### config.mk
export PLATFORM = sky130hd
export DESIGN_NAME = bcd_display_flat
export DESIGN_NICKNAME = d
export VERILOG_FILES = /design/src/rtl/bcd_display_pkg.sv /design/src/rtl/bcd_display_if.sv /design/src/rtl/bcd_display_seg7_decode.sv /design/src/rtl/bcd_display.sv /design/src/flat_wrapper.sv
export SDC_FILE = /design/constraint.sdc
export NUM_CORES = 1
export LEC_CHECK = 0
export ABC_AREA = 1
export BUFFER_PORTS_ARGS = -buffer_cell sky130_fd_sc_hd__buf_2
export CAP_MARGIN = 20
export CORE_MARGIN = 2
export CORE_UTILIZATION = 61
export DETAILED_ROUTE_END_ITERATION = 16
export GPL_TIMING_DRIVEN = 0
export HOLD_SLACK_MARGIN = 0.05
export MAX_ROUTING_LAYER = met4
export PLACE_DENSITY = 0.81
export SETUP_SLACK_MARGIN = 0.2
export SLEW_MARGIN = 20
export SYNTH_ARGS = -nofsm -noshare
export SYNTH_HDL_FRONTEND = slang
export SYNTH_SLANG_ARGS = --single-unit
### constraint.sdc
create_clock -name clk -period 1.96 [get_ports clk]
set_input_delay 0.196 -clock clk [delete_from_list [all_inputs] [get_ports clk]]
set_output_delay 0.196 -clock clk [all_outputs]
set_load 0.05 [all_outputs]
### src/rtl/bcd_display_pkg.sv
// bcd_display_pkg: shared FSM states, segment codes and BCD helpers for bcd_display.
package bcd_display_pkg;
    localparam int NUM_DIGITS = 4;
    localparam int BCD_W = 4 * NUM_DIGITS;
    typedef enum logic [1:0] {IDLE, SHIFT, DONE} state_t;
    localparam logic [6:0] SEG_BLANK = 7'h7F;
    localparam logic [6:0] SEG_0 = 7'h40;
    localparam logic [6:0] SEG_1 = 7'h79;
    localparam logic [6:0] SEG_2 = 7'h24;
    localparam logic [6:0] SEG_3 = 7'h30;
    localparam logic [6:0] SEG_4 = 7'h19;
    localparam logic [6:0] SEG_5 = 7'h12;
    localparam logic [6:0] SEG_6 = 7'h02;
    localparam logic [6:0] SEG_7 = 7'h78;
    localparam logic [6:0] SEG_8 = 7'h00;
    localparam logic [6:0] SEG_9 = 7'h10;

    // Double-dabble correction: nibbles of 5 or more get +3 before the shift.
    function automatic logic [BCD_W-1:0] add3(input logic [BCD_W-1:0] b);
        logic [BCD_W-1:0] r;
        for (int i = 0; i < NUM_DIGITS; i++)
            r[4*i +: 4] = (b[4*i +: 4] >= 4'd5) ? b[4*i +: 4] + 4'd3 : b[4*i +: 4];
        return r;
    endfunction
endpackage

### src/rtl/bcd_display_if.sv
// bcd_display_if: binary value in, busy flag and multiplexed 7-segment lines out.
interface bcd_display_if #(
    parameter int DATA_W = 10
);
    logic [DATA_W-1:0] indata;
    logic              busy;
    logic [6:0]        seg;
    logic [3:0]        an;
    modport master(output indata, input busy, seg, an);
    modport slave(input indata, output busy, seg, an);
endinterface

### src/rtl/bcd_display_seg7_decode.sv
// seg7_decode: BCD digit to active-low {g,f,e,d,c,b,a}; codes 10..15 are blank.
module seg7_decode
    import bcd_display_pkg::*;
(
    input  logic [3:0] bcd,
    output logic [6:0] seg
);
    always_comb begin
        seg = SEG_BLANK;
        case (bcd)
            4'd0: seg = SEG_0;
            4'd1: seg = SEG_1;
            4'd2: seg = SEG_2;
            4'd3: seg = SEG_3;
            4'd4: seg = SEG_4;
            4'd5: seg = SEG_5;
            4'd6: seg = SEG_6;
            4'd7: seg = SEG_7;
            4'd8: seg = SEG_8;
            4'd9: seg = SEG_9;
            default: seg = SEG_BLANK;
        endcase
    end
endmodule

### src/rtl/bcd_display.sv
// bcd_display: serial binary-to-BCD conversion plus 4-digit multiplexed display scan.
// Define BCD_DISPLAY_LZ_BLANK_EN to blank leading zeros (units digit always shown).
module bcd_display
    import bcd_display_pkg::*;
#(
    parameter int SCAN_CYCLES = 50000,
    parameter int DATA_W = 10
) (
    input logic clk,
    input logic rst,
    bcd_display_if.slave bus
);
    localparam int CW = (SCAN_CYCLES > 1) ? $clog2(SCAN_CYCLES) : 1;
    state_t            state_q, state_d;
    logic [DATA_W-1:0] bin_q, bin_d, last_q, last_d;
    logic [BCD_W-1:0]  bcd_q, bcd_d, digits_q, digits_d, adj;
    logic [3:0]        bit_q, bit_d;
    logic              valid_q, valid_d, busy_q;
    logic [CW-1:0]     cnt_q, cnt_d;
    logic [1:0]        idx_q, idx_d;
    logic [6:0]        seg_q, seg_d, dec_seg;
    logic [3:0]        an_q, an_d, dec_in;
    logic              lz, wrap;

    always_comb begin
        state_d = state_q;
        bin_d = bin_q;
        last_d = last_q;
        bcd_d = bcd_q;
        digits_d = digits_q;
        bit_d = bit_q;
        valid_d = valid_q;
        adj = add3(bcd_q);
        case (state_q)
            IDLE: if (!valid_q || bus.indata != last_q) begin
                bin_d = bus.indata;
                last_d = bus.indata;
                bcd_d = '0;
                bit_d = '0;
                state_d = SHIFT;
            end
            SHIFT: begin
                {bcd_d, bin_d} = {adj, bin_q} << 1;
                bit_d = bit_q + 4'd1;
                state_d = (bit_q == 4'(DATA_W - 1)) ? DONE : SHIFT;
            end
            DONE: begin
                digits_d = bcd_q;
                valid_d = 1'b1;
                state_d = IDLE;
            end
            default: state_d = IDLE;
        endcase
    end

`ifdef BCD_DISPLAY_LZ_BLANK_EN
    assign lz = (idx_q != 2'd0) && ((digits_q >> {idx_q, 2'b00}) == '0);
`else
    assign lz = 1'b0;
`endif

    always_comb begin
        wrap = (cnt_q == CW'(SCAN_CYCLES - 1));
        cnt_d = wrap ? '0 : cnt_q + 1'b1;
        idx_d = wrap ? idx_q + 2'd1 : idx_q;
        dec_in = digits_q[{idx_q, 2'b00} +: 4];
        seg_d = (!valid_q || lz) ? SEG_BLANK : dec_seg;
        an_d = ~(4'b0001 << idx_q);
    end

    seg7_decode u_dec (
        .bcd(dec_in),
        .seg(dec_seg)
    );

    always_ff @(posedge clk or negedge rst) begin
        if (!rst) begin
            state_q <= IDLE;
            bin_q <= '0;
            last_q <= '0;
            bcd_q <= '0;
            digits_q <= '0;
            bit_q <= '0;
            valid_q <= 1'b0;
            busy_q <= 1'b0;
            cnt_q <= '0;
            idx_q <= '0;
            seg_q <= SEG_BLANK;
            an_q <= 4'hF;
        end else begin
            state_q <= state_d;
            bin_q <= bin_d;
            last_q <= last_d;
            bcd_q <= bcd_d;
            digits_q <= digits_d;
            bit_q <= bit_d;
            valid_q <= valid_d;
            busy_q <= (state_d != IDLE);
            cnt_q <= cnt_d;
            idx_q <= idx_d;
            seg_q <= seg_d;
            an_q <= an_d;
        end
    end

    assign bus.busy = busy_q;
    assign bus.seg = seg_q;
    assign bus.an = an_q;
endmodule

### src/flat_wrapper.sv
// flat-port wrapper written by rule: the top's interface ports become plain ports
module bcd_display_flat import bcd_display_pkg::*;
#(
    parameter int SCAN_CYCLES = 50000,
    parameter int DATA_W = 10
)
  (clk, rst, bus_indata, bus_busy, bus_seg, bus_an);
  bcd_display_if #(.DATA_W(DATA_W)) bus_i ();
  input logic clk;
  input logic rst;
  input wire logic [$bits(bus_i.indata)-1:0] bus_indata;
  output wire logic [$bits(bus_i.busy)-1:0] bus_busy;
  output wire logic [$bits(bus_i.seg)-1:0] bus_seg;
  output wire logic [$bits(bus_i.an)-1:0] bus_an;
  assign bus_i.indata = bus_indata;
  assign bus_busy = bus_i.busy;
  assign bus_seg = bus_i.seg;
  assign bus_an = bus_i.an;
  bcd_display #(.SCAN_CYCLES(SCAN_CYCLES), .DATA_W(DATA_W)) u_core (.clk(clk), .rst(rst), .bus(bus_i));
endmodule
Word level (Yosys, flattened, before mapping)

Memory sizes are Yosys's and may differ from the RTL's.
Cells that the tools add are included.
W data, S select, Z words.

Bits in registers: 89
Memory bits (read-only): 112
Output and inout bits: 12
Logic and storage cells: 55
Memories: 1

Memory list:

| memory          | depth | width | read ports | clocked after Yosys merged registers in | wr ports | line                          | text |
|---|---|---|---|---|---|---|---|
| (no name shown) | 16    | 7     | 1          | 0                                       | 0        | bcd_display_seg7_decode.sv:10 | `case (bcd)` |

Add/sub/neg operators: 7
Order comparisons: 4
Equality and inequality tests: 6
Shift operators: 2
Mux-type cells: 15
Bitwise operators: 1
Reductions and logical operators: 7

Operators by type and width:

| cell                    | number |
|---|---|
| $mux W16                | 2 |
| $pmux W16 S2            | 1 |
| $pmux W10 S2            | 1 |
| $add A16 B1 Y16 const B | 1 |
| $eq A16 B16 Y1 const B  | 1 |
| $ge A4 B3 Y1 const B    | 4 |
| $mux W4                 | 4 |
| $shiftx A16 B5 Y4       | 1 |
| $add A4 B2 Y4 const B   | 3 |
| $mux W10                | 1 |
| $ne A10 B10 Y1          | 1 |
| $pmux W4 S2             | 1 |
| $mux W7                 | 1 |
| $add A4 B1 Y4 const B   | 1 |
| $eq A4 B4 Y1 const B    | 1 |
| $mux W2                 | 2 |
| $not A4 Y4              | 1 |
| $pmux W2 S2             | 1 |
| $reduce_and A2 Y1       | 2 |
| $reduce_bool A2 Y1      | 2 |
| $shl A1 B2 Y4 const A   | 1 |
| $add A3 B2 Y3 const B   | 1 |
| $mux W3                 | 1 |
| $add A2 B1 Y2 const B   | 1 |
| other kinds (6)         | 6 |

Logic depth before layout (Yosys ltp)

Word-level depth: 5
Gate-level depth with buffers: 12
Gate-level depth less buffers: 11

By module

From an unflattened synthesis, not the netlist that was laid out.

Cells, all modules: 564
Area total of the unflattened synthesis: 4,568.1 um2

Modules (own cells, without submodules):

| module      | times used | cells each | area an instance (um2) |
|---|---|---|---|
| bcd_display | 1          | 529        | 4,380.5 |
| seg7_decode | 1          | 35         | 187.7 |

Least setup slack after synthesis

Ideal clock, no wire load.

Kind: register -> register
Start: register u_core.idx_q[0]
End: register u_core.seg_q[4] (netlist: u_core.bus.seg[4])
Arrival: 1,451 ps
Slack: 430 ps
Stages on the path, launching flop included: 10
Path buffers: 1
Period minus slack after synthesis: 1,530 ps
Cell sequence: dfrtp_1 -> buf_2 -> a21oi_1 -> o21ai_0 -> nand2_1 -> inv_1 -> ha_1 -> nor2_1 -> a21oi_1 -> o21ai_0

Word-level cells in the longest chain between the ends: 3

RTL lines:

| element                   | line               | text |
|---|---|---|
| start: declaration        | bcd_display.sv:20  | `logic [1:0] idx_q, idx_d;` |
| start signal: assignment  | bcd_display.sv:100 | `idx_q <= idx_d;` |
| $shiftx A16 B5 Y4         | bcd_display.sv:66  | `dec_in = digits_q[{idx_q, 2'b00} +: 4];` |
| $mem_v2 Z16 W7            | n/a                |  |
| $mux W7                   | bcd_display.sv:67  | `seg_d = (!valid_q \|\| lz) ? SEG_BLANK : dec_seg;` |
| named net u_core.seg_d[4] | bcd_display.sv:21  | `logic [6:0] seg_q, seg_d, dec_seg;` |
| end signal: assignment    | bcd_display.sv:101 | `seg_q <= seg_d;` |
| end: declaration          | bcd_display.sv:21  |  |

The timed path passes the listed nets, and every way through them passes these cells.
A chain may end at the register's enable or synchronous reset.

Worst setup path in the final report

Start: register u_core.state_q[1]
End: register u_core.bin_q[8]

Word-level cells in the longest chain between the ends: 3
Elaborated cells on any way between the ends: 6
Those cells by class: eq/ne: 2; mux: 1; reduce/logical: 3

RTL lines:

| element                                                                    | line              | text |
|---|---|---|
| start: declaration                                                         | bcd_display.sv:14 | `state_t state_q, state_d;` |
| start signal: assignment                                                   | bcd_display.sv:91 | `state_q <= state_d;` |
| $logic_not A2 Y1 / $eq A2 B1 Y1 (equally long branches)                    | bcd_display.sv:34 | `case (state_q)` |
| $ne A2 B1 Y1 (no source line) / $reduce_bool A2 Y1 (equally long branches) | n/a               |  |
| $reduce_and A2 Y1 (no source line)                                         | n/a               |  |
| end signal: assignment                                                     | bcd_display.sv:92 | `bin_q <= bin_d;` |
| end: declaration                                                           | bcd_display.sv:15 | `logic [DATA_W-1:0] bin_q, bin_d, last_q, last_d;` |

Several ways; a longest one is shown, not always the timed one.

==> summary.txt <==
Final min period - 1.65 ns
Core area - 7250 sq um
PD cells - 1450 nW/um^2
Initial DRT Pass Iterations - 5
Worst Path Max Fanout - 10
EDFF count, synth - 0
Final setup fails - 0
Rel. slew slack - 59.4%
Area leader, netlist - dfrtp_1
CTS sink cnt - 89
Syn Inst Count - 559
Global-route wire length before repair - 15.6 mm
Outcome - finished clean
Share of cells above drive strength 1 - 14.0%
Initial core utilization - 62.9%
WL met1 - 3.95 mm
Die width - 90.5 um
Max-Cap Viols - 0
Metal3 WL - 229 um
Met2 wire len - 4.43 mm
Drt via density - 5.19
Syn Std Cell Area - 4560 sq um
HP Class - input pin to flop
Dpl ws - 0.208 ns
Initial antenna violation count - 0
Final period utilization - 84.3%
DRT iter0 DRCs - 203
Num ports - 24
CTS max path bufs - 2
CP Launch Type - flop
Syn nets - 591
Num rows - 31
Die Y - 90.5 um
Static Leak - 2.67 nW
Register area share after synthesis - 49.1%
Max Slew Vio Count - 0
Vias - 3,662
RSZ-0062 raised after global routing - no
Clk Tree Root Cell - clkbuf_8
Detail Route Antenna Nets - 0
CTS Buf Count - 9
Syn Area/Cell - 8.16 sq um
Seq cells post-synth - 89
Most common cell after layout, fill and taps aside - nand2_1
PortBufs - 23
Skew-Pair Late Insertion Delay - 0.36 ns
Routed Wire Length - 8.77 mm
Arrival @ worst endpoint - 1.90 ns
Antenna fix cells - 0
Crit Path Class - flop to flop
Clock transition at the registers of the reported paths - 0.09 ns
Slew of the pin with the lowest slew margin - 0.609 ns
Top FF cell, synth - dfrtp_1
Fmax achieved - 0.605 GHz
Yosys top cell area share - 42.8%
Final worst slack - 0.307 ns
DRC - 0
Overflow after GRT - 0
Yosys cell types - 32
DP Wirelength - 6.11 mm
Global Route Usage Sum - 23.6%
Wire length per cell - 12.4 um
Final Hold Vio Count - 0
Yosys warning count - 0
Area delta synth->final - 12.1%
Vias in the first global route - 3,642
CTS tree - done
Routability cong. - 0.858
Most frequent cells in the layout - nand2_1 (160), dfrtp_1 (78), inv_1 (77)
Utilization after layout - 70.5%
Nets - 633
H-tree depth - 3
Peak supply drop - 0.785 mV
Worst Path Required - 2.21 ns
Asr flop ratio synth - 100%
Top sig layer - met4
Post-Route Skew - 0.0105 ns
Largest cells by area after synthesis - dfrtp_1 (43%), nand2_1 (13%), inv_1 (6.4%)
DIE AREA - 8190 sq um
Largest net degree at the start of global routing - 47
Worst Setup End Kind - flop
cells in the mapped netlist (2+ instances only):
cell	n
nand3_1	50
a31oi_1	2
dfstp_2	11
inv_1	78
xor2_1	10
nor3_1	2
nand3_2	2
a21oi_1	21
ha_1	20
o211ai_1	2
buf_2	3
clkbuf_1	6
o21ai_1	3
buf_6	4
nor2_1	25
nand4_1	2
dfrtp_1	78
nand2_1	161
nor2_2	7
o21ai_0	57
nand2_2	3
nor4_1	2
where the power goes:
part / internal [mW] / switching (mW)
Clock: 0.757 / 0.636
Combinational: 1.11 / 1.98
Sequential: 2.52 / 0.431
Total: 4.38 / 3.05
per-layer routing:
layer / up-vias / global-route usage (%)
met5: - / -
met4: 0 / 8.46
met3: 14 / 3.34
met2: 52 / 40.5
met1: 1741 / 28.6
li1: 1855 / -
sequential cells by signal, indices dropped and copies added, names as in the netlist:
| signal | cells |
|---|---|
| u_core.bit_q | 4 |
| u_core.last_q | 10 |
| u_core.cnt_q | 16 |
| u_core.bcd_q | 16 |
| u_core.idx_q | 2 |
| u_core.bus.seg | 7 |
| u_core.bus.busy | 1 |
| u_core.state_q | 2 |
| u_core.digits_q | 16 |
| u_core.bin_q | 10 |
| u_core.bus.an | 4 |
| u_core.valid_q | 1 |
critical path: stages (launching register included):
cell      delay (ns)
dfrtp_1         0.42
nor2_4          0.29
clkbuf_1        0.52
o21ai_0         0.17
nand2_1         0.10
nand2_1         0.05
per-stage QoR:
step / setup TNS (ns) / hold slack [ns] / power (mW) / cells / instance area, sq um
after global routing: 0 / 0.151 / 8.06 / 705 / 5110
after floorplan: 0 / -0.0996 / 5.27 / 559 / 4560
after detailed placement: 0 / 0.229 / 5.98 / 682 / 4820
final: 0 / 0.136 / 7.42 / 705 / 5110
after CTS: 0 / 0.126 / 7.42 / 701 / 5070
after global placement: -3.22 / 0.456 / 5.81 / 681 / 4800
what timing repair did:
action / CTS / global route
setup endpoints to repair: 1 / 9
gates resized for setup: 0 / 8
buffers inserted: 2 / 4
pin swaps: 1 / 3
hold endpoints to repair: 43 / 0
gates cloned: 0 / 0
hold buffers: 1 / 0
final timing paths:
| path | from | endpoint | slack [ns] | depth (start not counted) |
|---|---|---|---|---|
| max in group asynchronous | rst | u_core.bus.seg[6] | 0.91 | 3 |
| setup reg to reg | u_core.state_q[1] | u_core.bin_q[8] | 0.31 | 5 |
| hold reg to reg | u_core.cnt_q[0] | u_core.cnt_q[0] | 0.47 | 1 |
| min in group asynchronous | rst | u_core.cnt_q[11] | 0.36 | 2 |
| hold / removal | bus_indata[8] | u_core.last_q[8] | 0.14 | 3 |
| setup / recovery | u_core.state_q[1] | u_core.bin_q[8] | 0.31 | 5 |
logic make-up (layout without fill, tap and decap cells):
group	Yosys count	count (layout)	synth area share, %
xor+xnor	10	10	1.92
buf+inv	95	142	9.02
simple gates	258	258	24.4
compound gates	87	87	10.0
flops	89	89	49.1
fa+ha+maj	20	20	5.49
area by class of cell:
cell class / instances / area (sq um)
inverter: 80 / 305
fill: 578 / 2140
clock inverter: 4 / 76.3
multi-input combinational: 375 / 1920
tap: 99 / 124
timing repair buffer: 31 / 193
clock buffer: 12 / 145
buffer: 15 / 113
sequential: 89 / 2240
No activity file was read; power rests on OpenSTA's default activity.
